<file path="src/rtl/output_write_switch_if.sv">
// Output write switch bus: request/valid/last from the input channels plus the
// output FIFO full flag, and grant/ack/write/select/busy back from the switch.
//   req, in_valid, last : per-channel request, FIFO-not-empty and end-of-packet
//   out_full            : output FIFO full
//   gnt, ack            : one-hot grant and per-beat transfer acknowledge
//   out_wr, out_sel     : output FIFO write strobe and data-mux select
//   busy                : switch is holding a grant
interface output_write_switch_if #(
    parameter int unsigned NUMBER_CHANNELS = 5
);
    localparam int unsigned SEL_W = $clog2(NUMBER_CHANNELS);

    logic [NUMBER_CHANNELS-1:0] req;
    logic [NUMBER_CHANNELS-1:0] in_valid;
    logic [NUMBER_CHANNELS-1:0] last;
    logic                       out_full;
    logic [NUMBER_CHANNELS-1:0] gnt;
    logic [NUMBER_CHANNELS-1:0] ack;
    logic                       out_wr;
    logic [SEL_W-1:0]           out_sel;
    logic                       busy;

    // Channel/FIFO side drives requests and observes the switch
    modport master (
        output req, in_valid, last, out_full,
        input  gnt, ack, out_wr, out_sel, busy
    );

    // Switch side
    modport slave (
        input  req, in_valid, last, out_full,
        output gnt, ack, out_wr, out_sel, busy
    );
endinterface

</file>
<file path="src/rtl/output_write_switch.sv">
// Output write switch: one per router output port. Round-robin arbitration among
// the input channels, grant held for a whole packet (or MAX_BURST beats), per-beat
// acks to the granted input, and output FIFO write strobe / data-mux select.
//   clk, rst : clock and synchronous active-high reset
//   sw       : switch bus (slave side), see output_write_switch_if
module output_write_switch #(
    parameter int unsigned NUMBER_CHANNELS = 5,
    parameter int unsigned MAX_BURST       = 16
) (
    input  logic                  clk,
    input  logic                  rst,
    output_write_switch_if.slave  sw
);
    localparam int unsigned N     = NUMBER_CHANNELS;
    localparam int unsigned SEL_W = $clog2(N);
    localparam int unsigned CNT_W = $clog2(MAX_BURST + 1);

    typedef enum logic {
        IDLE  = 1'b0,
        GRANT = 1'b1
    } state_t;

    state_t           state_q, state_d;
    logic [N-1:0]     gnt_q, gnt_d;
    logic [SEL_W-1:0] sel_q, sel_d;
    logic [CNT_W-1:0] cnt_q, cnt_d;
    logic [SEL_W-1:0] rr_q, rr_d;

    logic [N-1:0]     ack_c;
    logic             beat_c;
    logic             found_c;
    logic [SEL_W-1:0] pick_c;

    // Per-beat transfer: granted channel has data and the output FIFO has room
    assign ack_c  = gnt_q & sw.in_valid & {N{~sw.out_full}};
    assign beat_c = |ack_c;

    // Circular search starting just after the last released channel
    always_comb begin
        found_c = 1'b0;
        pick_c  = '0;
        for (int unsigned k = 1; k <= N; k++) begin
            if (!found_c && sw.req[SEL_W'((32'(rr_q) + k) % N)]) begin
                found_c = 1'b1;
                pick_c  = SEL_W'((32'(rr_q) + k) % N);
            end
        end
    end

    // Next-state logic
    always_comb begin
        state_d = state_q;
        gnt_d   = gnt_q;
        sel_d   = sel_q;
        cnt_d   = cnt_q;
        rr_d    = rr_q;
        case (state_q)
            IDLE: begin
                gnt_d = '0;
                if (found_c) begin
                    gnt_d   = N'(1) << pick_c;
                    sel_d   = pick_c;
                    cnt_d   = '0;
                    state_d = GRANT;
                end
            end
            GRANT: begin
                if (beat_c) begin
                    // Release on end of packet or when the burst limit is reached
                    if (sw.last[sel_q] || (cnt_q == CNT_W'(MAX_BURST - 1))) begin
                        gnt_d   = '0;
                        rr_d    = sel_q;
                        cnt_d   = '0;
                        state_d = IDLE;
                    end else begin
                        cnt_d = cnt_q + CNT_W'(1);
                    end
                end
            end
            default: begin
                state_d = IDLE;
                gnt_d   = '0;
            end
        endcase
    end

    // State registers
    always_ff @(posedge clk) begin
        if (rst) begin
            state_q <= IDLE;
            gnt_q   <= '0;
            sel_q   <= '0;
            cnt_q   <= '0;
            rr_q    <= SEL_W'(N - 1);
        end else begin
            state_q <= state_d;
            gnt_q   <= gnt_d;
            sel_q   <= sel_d;
            cnt_q   <= cnt_d;
            rr_q    <= rr_d;
        end
    end

    assign sw.gnt     = gnt_q;
    assign sw.out_sel = sel_q;
    assign sw.busy    = (state_q == GRANT);
    assign sw.ack     = ack_c;
    assign sw.out_wr  = beat_c;
endmodule
</file>
<file path="src/flat_wrapper.sv">
// flat-port wrapper written by rule: the top's interface ports become plain ports
module output_write_switch_flat 
#(
    parameter int unsigned NUMBER_CHANNELS = 5,
    parameter int unsigned MAX_BURST       = 16
)
  (clk, rst, sw_req, sw_in_valid, sw_last, sw_out_full, sw_gnt, sw_ack, sw_out_wr, sw_out_sel, sw_busy);
  output_write_switch_if #(.NUMBER_CHANNELS(NUMBER_CHANNELS)) sw_i ();
  input  logic clk;
  input  logic rst;
  input wire logic [$bits(sw_i.req)-1:0] sw_req;
  input wire logic [$bits(sw_i.in_valid)-1:0] sw_in_valid;
  input wire logic [$bits(sw_i.last)-1:0] sw_last;
  input wire logic [$bits(sw_i.out_full)-1:0] sw_out_full;
  output wire logic [$bits(sw_i.gnt)-1:0] sw_gnt;
  output wire logic [$bits(sw_i.ack)-1:0] sw_ack;
  output wire logic [$bits(sw_i.out_wr)-1:0] sw_out_wr;
  output wire logic [$bits(sw_i.out_sel)-1:0] sw_out_sel;
  output wire logic [$bits(sw_i.busy)-1:0] sw_busy;
  assign sw_i.req = sw_req;
  assign sw_i.in_valid = sw_in_valid;
  assign sw_i.last = sw_last;
  assign sw_i.out_full = sw_out_full;
  assign sw_gnt = sw_i.gnt;
  assign sw_ack = sw_i.ack;
  assign sw_out_wr = sw_i.out_wr;
  assign sw_out_sel = sw_i.out_sel;
  assign sw_busy = sw_i.busy;
  output_write_switch #(.NUMBER_CHANNELS(NUMBER_CHANNELS), .MAX_BURST(MAX_BURST)) u_core (.clk(clk), .rst(rst), .sw(sw_i));
endmodule
</file>
<file path="config.mk">
export PLATFORM = sky130hd
export DESIGN_NAME = output_write_switch_flat
export DESIGN_NICKNAME = d
export VERILOG_FILES = /design/src/rtl/output_write_switch_if.sv /design/src/rtl/output_write_switch.sv /design/src/flat_wrapper.sv
export SDC_FILE = /design/constraint.sdc
export NUM_CORES = 1
export LEC_CHECK = 0
export CAP_MARGIN = 40
export CELL_PAD_IN_SITES_DETAIL_PLACEMENT = 1
export CELL_PAD_IN_SITES_GLOBAL_PLACEMENT = 1
export CORE_ASPECT_RATIO = 1.4
export CORE_MARGIN = 2
export CORE_UTILIZATION = 35
export CTS_CLUSTER_SIZE = 20
export DETAILED_ROUTE_END_ITERATION = 6
export PLACE_DENSITY = 0.67
export SLEW_MARGIN = 20
export SYNTH_ARGS = -nofsm -noshare
export SYNTH_HDL_FRONTEND = slang
export SYNTH_SLANG_ARGS = --single-unit
</file>
<file path="constraint.sdc">
create_clock -name clk -period 15.23 [get_ports clk]
set_input_delay 3.8075 -clock clk [delete_from_list [all_inputs] [get_ports clk]]
set_output_delay 3.8075 -clock clk [all_outputs]
set_load 0.005 [all_outputs]
</file>
## After elaboration in Yosys (flattened, before gate mapping)

Cells that the tools add are included.

| word-level totals | value |
|---|---|
| word-level logic and storage cells | 79 |
| register bits | 17 |
| output and inout port bits | 15 |
| input bits | 18 |

| operators by class | value |
|---|---|
| reduce and logical (&&, ||, !) cells | 14 |
| shift operators | 1 |
| bitwise operators | 4 |
| div/mod/pow operators | 5 |
| $lt $le $gt $ge | 6 |
| eq/ne operators | 4 |
| muxes and demuxes | 34 |
| add/subtract/negate cells | 6 |

Operators with widths:

| cell | count |
|---|---|
| remainder unit 32 x 3 -> 32 bit (second input constant) | 5 |
| two-way mux 5 bit | 6 |
| < comparator 3 x 4 -> 1 bit (second input constant) | 6 |
| case mux 5 bit (2 select lines) | 2 |
| binary-select mux 1 bit (select 3 bit) | 6 |
| two-way mux 3 bit | 5 |
| two-way mux 1 bit | 14 |
| AND 5 bit | 2 |
| adder 3 x 2 -> 4 bit (second input constant) | 2 |
| adder 3 x 3 -> 4 bit (second input constant) | 2 |
| AND reduction 2 bit | 3 |
| adder 5 x 1 -> 5 bit (second input constant) | 1 |
| == test 5 x 4 -> 1 bit (second input constant) | 1 |
| OR reduction 5 bit | 1 |
| << shifter 1 x 3 -> 5 bit (first input constant) | 1 |
| adder 3 x 1 -> 4 bit (second input constant) | 1 |
| logical AND 1 bit | 4 |
| logical NOT 1 bit | 4 |
| inequality test 2 bit (second input constant) | 2 |
| AND reduction 3 bit | 1 |
| inequality test 2 x 1 -> 1 bit (second input constant) | 1 |
| NOT 1 bit | 2 |
| case mux 1 bit (2 select lines) | 1 |
| logical OR 1 bit | 1 |

## Logic depth before layout (Yosys ltp)

| depth | value |
|---|---|
| depth after elaboration | 20 |
| gate-level depth with buffers | 24 |
| gate-level depth less buffers | 18 |

## Worst setup path after synthesis

Ideal clock, no wire load.

| timing | value |
|---|---|
| path kind | input port to output port |
| from | input sw_out_full |
| to | output sw_out_wr |
| cell stages on the path | 3 |
| data arrival time | 4.285 ns |
| buffers on the path | 0 |
| required time | 11.423 ns |
| path slack | 7.137 ns |
| cells stage by stage | and3b_1 -> nor3_1 -> nand2_1 |

| between the ends | value |
|---|---|
| word-level cells in the longest chain between the ends | 3 |

RTL lines:

| item | line | RTL |
|---|---|---|
| from (decl) | flat_wrapper.sv:14 | `input wire logic [$bits(sw_i.out_full)-1:0] sw_out_full;` |
| NOT 1 bit | output_write_switch.sv:35 | `assign ack_c = gnt_q & sw.in_valid & {N{~sw.out_full}};` |
| AND 5 bit | output_write_switch.sv:35 |  |
| OR reduction 5 bit | output_write_switch.sv:36 | `assign beat_c = \|ack_c;` |
| to (decl) | flat_wrapper.sv:17 | `output wire logic [$bits(sw_i.out_wr)-1:0] sw_out_wr;` |

Every way passes these cells.

## Worst setup path after layout

Ends and elaborated chain as after synthesis.

==> flow_summary_export.csv <==
group,metric,value,unit
grt,grt_pass1_vias,3068,
grt,gr-total-overflow,0,
floorplan,die-width,81.89,microns
drt,ant_nets,0,
yosys,netlist.area_leader.share,11.78,%
clock_tree,htreeDepth,1,
power_and_ir_drop,p_leak,1.304,nW
clock_tree,cts_sinks,17,
sta,worst_pin_slew,851.1,ps
yosys,synthSimpleGateAreaFrac,27.31,%
clock_tree,hold_buffers,0,
yosys,synth.area.top_cells,"ha_1, dfxtp_1, nand2_1",
worst_hold_path,holdPathStages,2,
worst_hold_path,hold_path_class,"flop to flop",
clock_tree,cts_resized,0,
setup_path,worst_setup_path_end_kind,"output pin",
floorplan,start_util,36.26,%
drt,drc,0,
setup_path,crit_fanout,5,
yosys,yosys.area_share.xor_xnor,4.125,%
floorplan,num_rows,39,
yosys,syn_nets,401,
yosys,synth_compound_area_share,31.19,%
finish,syn_to_final_growth,14.86,%
sta,rsz0062_at_grt,"no",
yosys,synthMuxAreaShare,7.534,%
yosys,ys_top_cells_by_count,"nand2_1, ha_1, a21oi_1, nor2_1, inv_1",
setup_path,cp.required,11420,ps
sta,fin_tns_setup,0,ps
drt,drt_iter0_markers,156,
place,pre_cts_ws,6052,ps
setup_path,rr_worst_depth,17,
power_and_ir_drop,p_per_area,48.68,nW/um^2
yosys,netlist.top_cell.by_area,"ha_1",
grt,grt_max_degree,38,
yosys,synth_fa_ha_area_share,11.78,%
finish,fin_util,41.65,%
floorplan,die_area,9257,sq um
yosys,postSynthAreaPerCell,8.374,sq um
sta,clock_skew,1.795,ps
drt,drt-vias-per-instance,6.004,
yosys,ys_types,95,
drt,via_count,2876,
clock_tree,cts_tree,"built",
finish,diodes,0,
yosys,synth.cell_area,2973,sq um
yosys,synth_top_family_by_area,"compound AO/OA/AOI/OAI gates",
yosys,synth_flop_cell,"dfxtp_1",
sta,hold_slack,485.7,ps
finish,nNetsFinal,424,
yosys,yosysWarningCount,0,
sta,fin_crit,9170,ps
place,place_congestion,0.8256,
clock_tree,ctsRootBufferMaster,"clkbuf_16",
floorplan,die_h,113.0,microns
grt,antenna_found_initial,0,
grt,grt_first_pass_wirelength,14.88,mm
floorplan,ios,33,
flow_run,maxCapViolCount,0,
sta,finalSetupViolations,0,
setup_path,crit_type,"input pin to output pin",
clock_tree,cts.reportedPaths.clkPinSlew,50,ps
place,hpwlAfterDp,7.237,mm
yosys,ys_seq_area_share,11.45,%
floorplan,core_area,8198,sq um
drt,drt_wl_total,9.036,mm
setup_path,cp-start-kind,"input pin",
clock_tree,postCtsSetupRepairBufs,0,
sta,max_clock_freq,109.1,MHz
grt,grtUsageTotal,20.03,%
sta,hold_viol,0,
clock_tree,cts_buffer_depth,2,
finish,layout-drive-gt1-share,14.59,%
setup_path,arrival,5360,ps
clock_tree,clk_latency,250,ps
yosys,yosysMostFrequentCell,"nand2_1",
yosys,ys_ff_latch,17,
yosys,synth-edff-count,0,
yosys,async_reset_ff_share,0,%
power_and_ir_drop,worst_ir_drop_vdd,52.17,uV
sta,relSlewSlack,42.88,%
yosys,netlist_instances,355,
sta,finalCritPeriodShare,60.21,%
place,portBuffers,32,
sta,slew_violations,0,
sta,fin_ws,6060,ps
outcome,status,"completed",
clock_tree,cts_buffers,3,
drt,avgRoutedWirePerCell,18.86,microns
drt,dr.pass1.iters,4,
[sequential cells by signal, indices dropped and copies added, names as in the netlist]
name,flops
u_core.cnt_q,5
u_core.rr_q,3
u_core.sw.busy,1
u_core.sw.gnt,5
u_core.sw.out_sel,3
[final timing paths]
path / slack, ps / to / from
worst max-delay path: 6060 / sw_out_wr / sw_out_full
worst min-delay path: 490 / u_core.cnt_q[4] / u_core.cnt_q[4]
worst min register to register: 490 / u_core.cnt_q[4] / u_core.cnt_q[4]
worst max register to register: 9490 / u_core.sw.gnt[4] / u_core.rr_q[1]
[critical path, stage by stage]
cell and delay, ps:
clkdlybuf4s50_1 520, and3b_1 210, nor3_1 200, nand2_1 160, clkdlybuf4s50_1 480
[layout make-up]
type                       count  area (sq um)
timing repair buffer          35         347.8
sequential                    17         340.3
clock inverter                 1         5.005
fill                         980          4783
inverter                      22         82.58
multi-input combinational    299          2436
tap                          102         127.6
clock buffer                   3         75.07
[cells by family (layout without fill, tap and decap cells)]
logic type / count (synthesis) / after routing
buffers and inverters: 39 / 61
and+or+nand+nor: 138 / 138
AOI/OAI and AO/OA: 107 / 107
adders and majority gates: 28 / 28
xor gates and xnor gates: 8 / 8
muxes: 18 / 18
DFF: 17 / 17
[where the power goes]
part	internal, mW	total [mW]	switching [mW]
logic	0.0296	0.0634	0.0338
clock network	0.0351	0.0528	0.0176
registers	0.0469	0.0501	0.00320
total	0.112	0.166	0.0546
[cells in the final DEF, fill, tap and decap left out, types with 3 or more instances in the layout]
master	count
nand2_1	34
clkdlybuf4s50_1	32
ha_1	28
a21oi_1	20
nor2_1	19
inv_1	18
dfxtp_1	17
nand3_1	15
nand2b_1	10
mux2i_1	10
o211ai_1	9
nor3_1	8
and3b_1	6
a31oi_1	6
a21o_1	5
and3_1	5
o21ai_0	5
mux2_2	5
nor2b_1	5
nand4b_1	5
xnor2_1	4
o31ai_1	4
o21a_1	4
nor3b_1	3
mux4_2	3
o21ai_1	3
o221a_2	3
a32o_1	3
nand4_1	3
clkbuf_16	3
[metrics by stage]
| stage | power [mW] | area (sq um) | instances |
|---|---|---|---|
| after floorplan | 0.09255 | 2973 | 355 |
| after global placement | 0.1124 | 3314 | 473 |
| after detailed placement | 0.1141 | 3334 | 475 |
| after CTS | 0.1677 | 3415 | 479 |
| after global routing | 0.1762 | 3415 | 479 |
| final | 0.1662 | 3415 | 479 |
[layer usage]
layer | wire, microns | track usage [%] | part of all wire [%]
met5 | 0 | 0 | 0
met4 | 242 | 6.556 | 2.7
met3 | 170 | 1.196 | 1.9
met2 | 4895 | 38.27 | 54
met1 | 3728 | 22.73 | 41
Note: power is estimated with default switching activity, not from simulation.
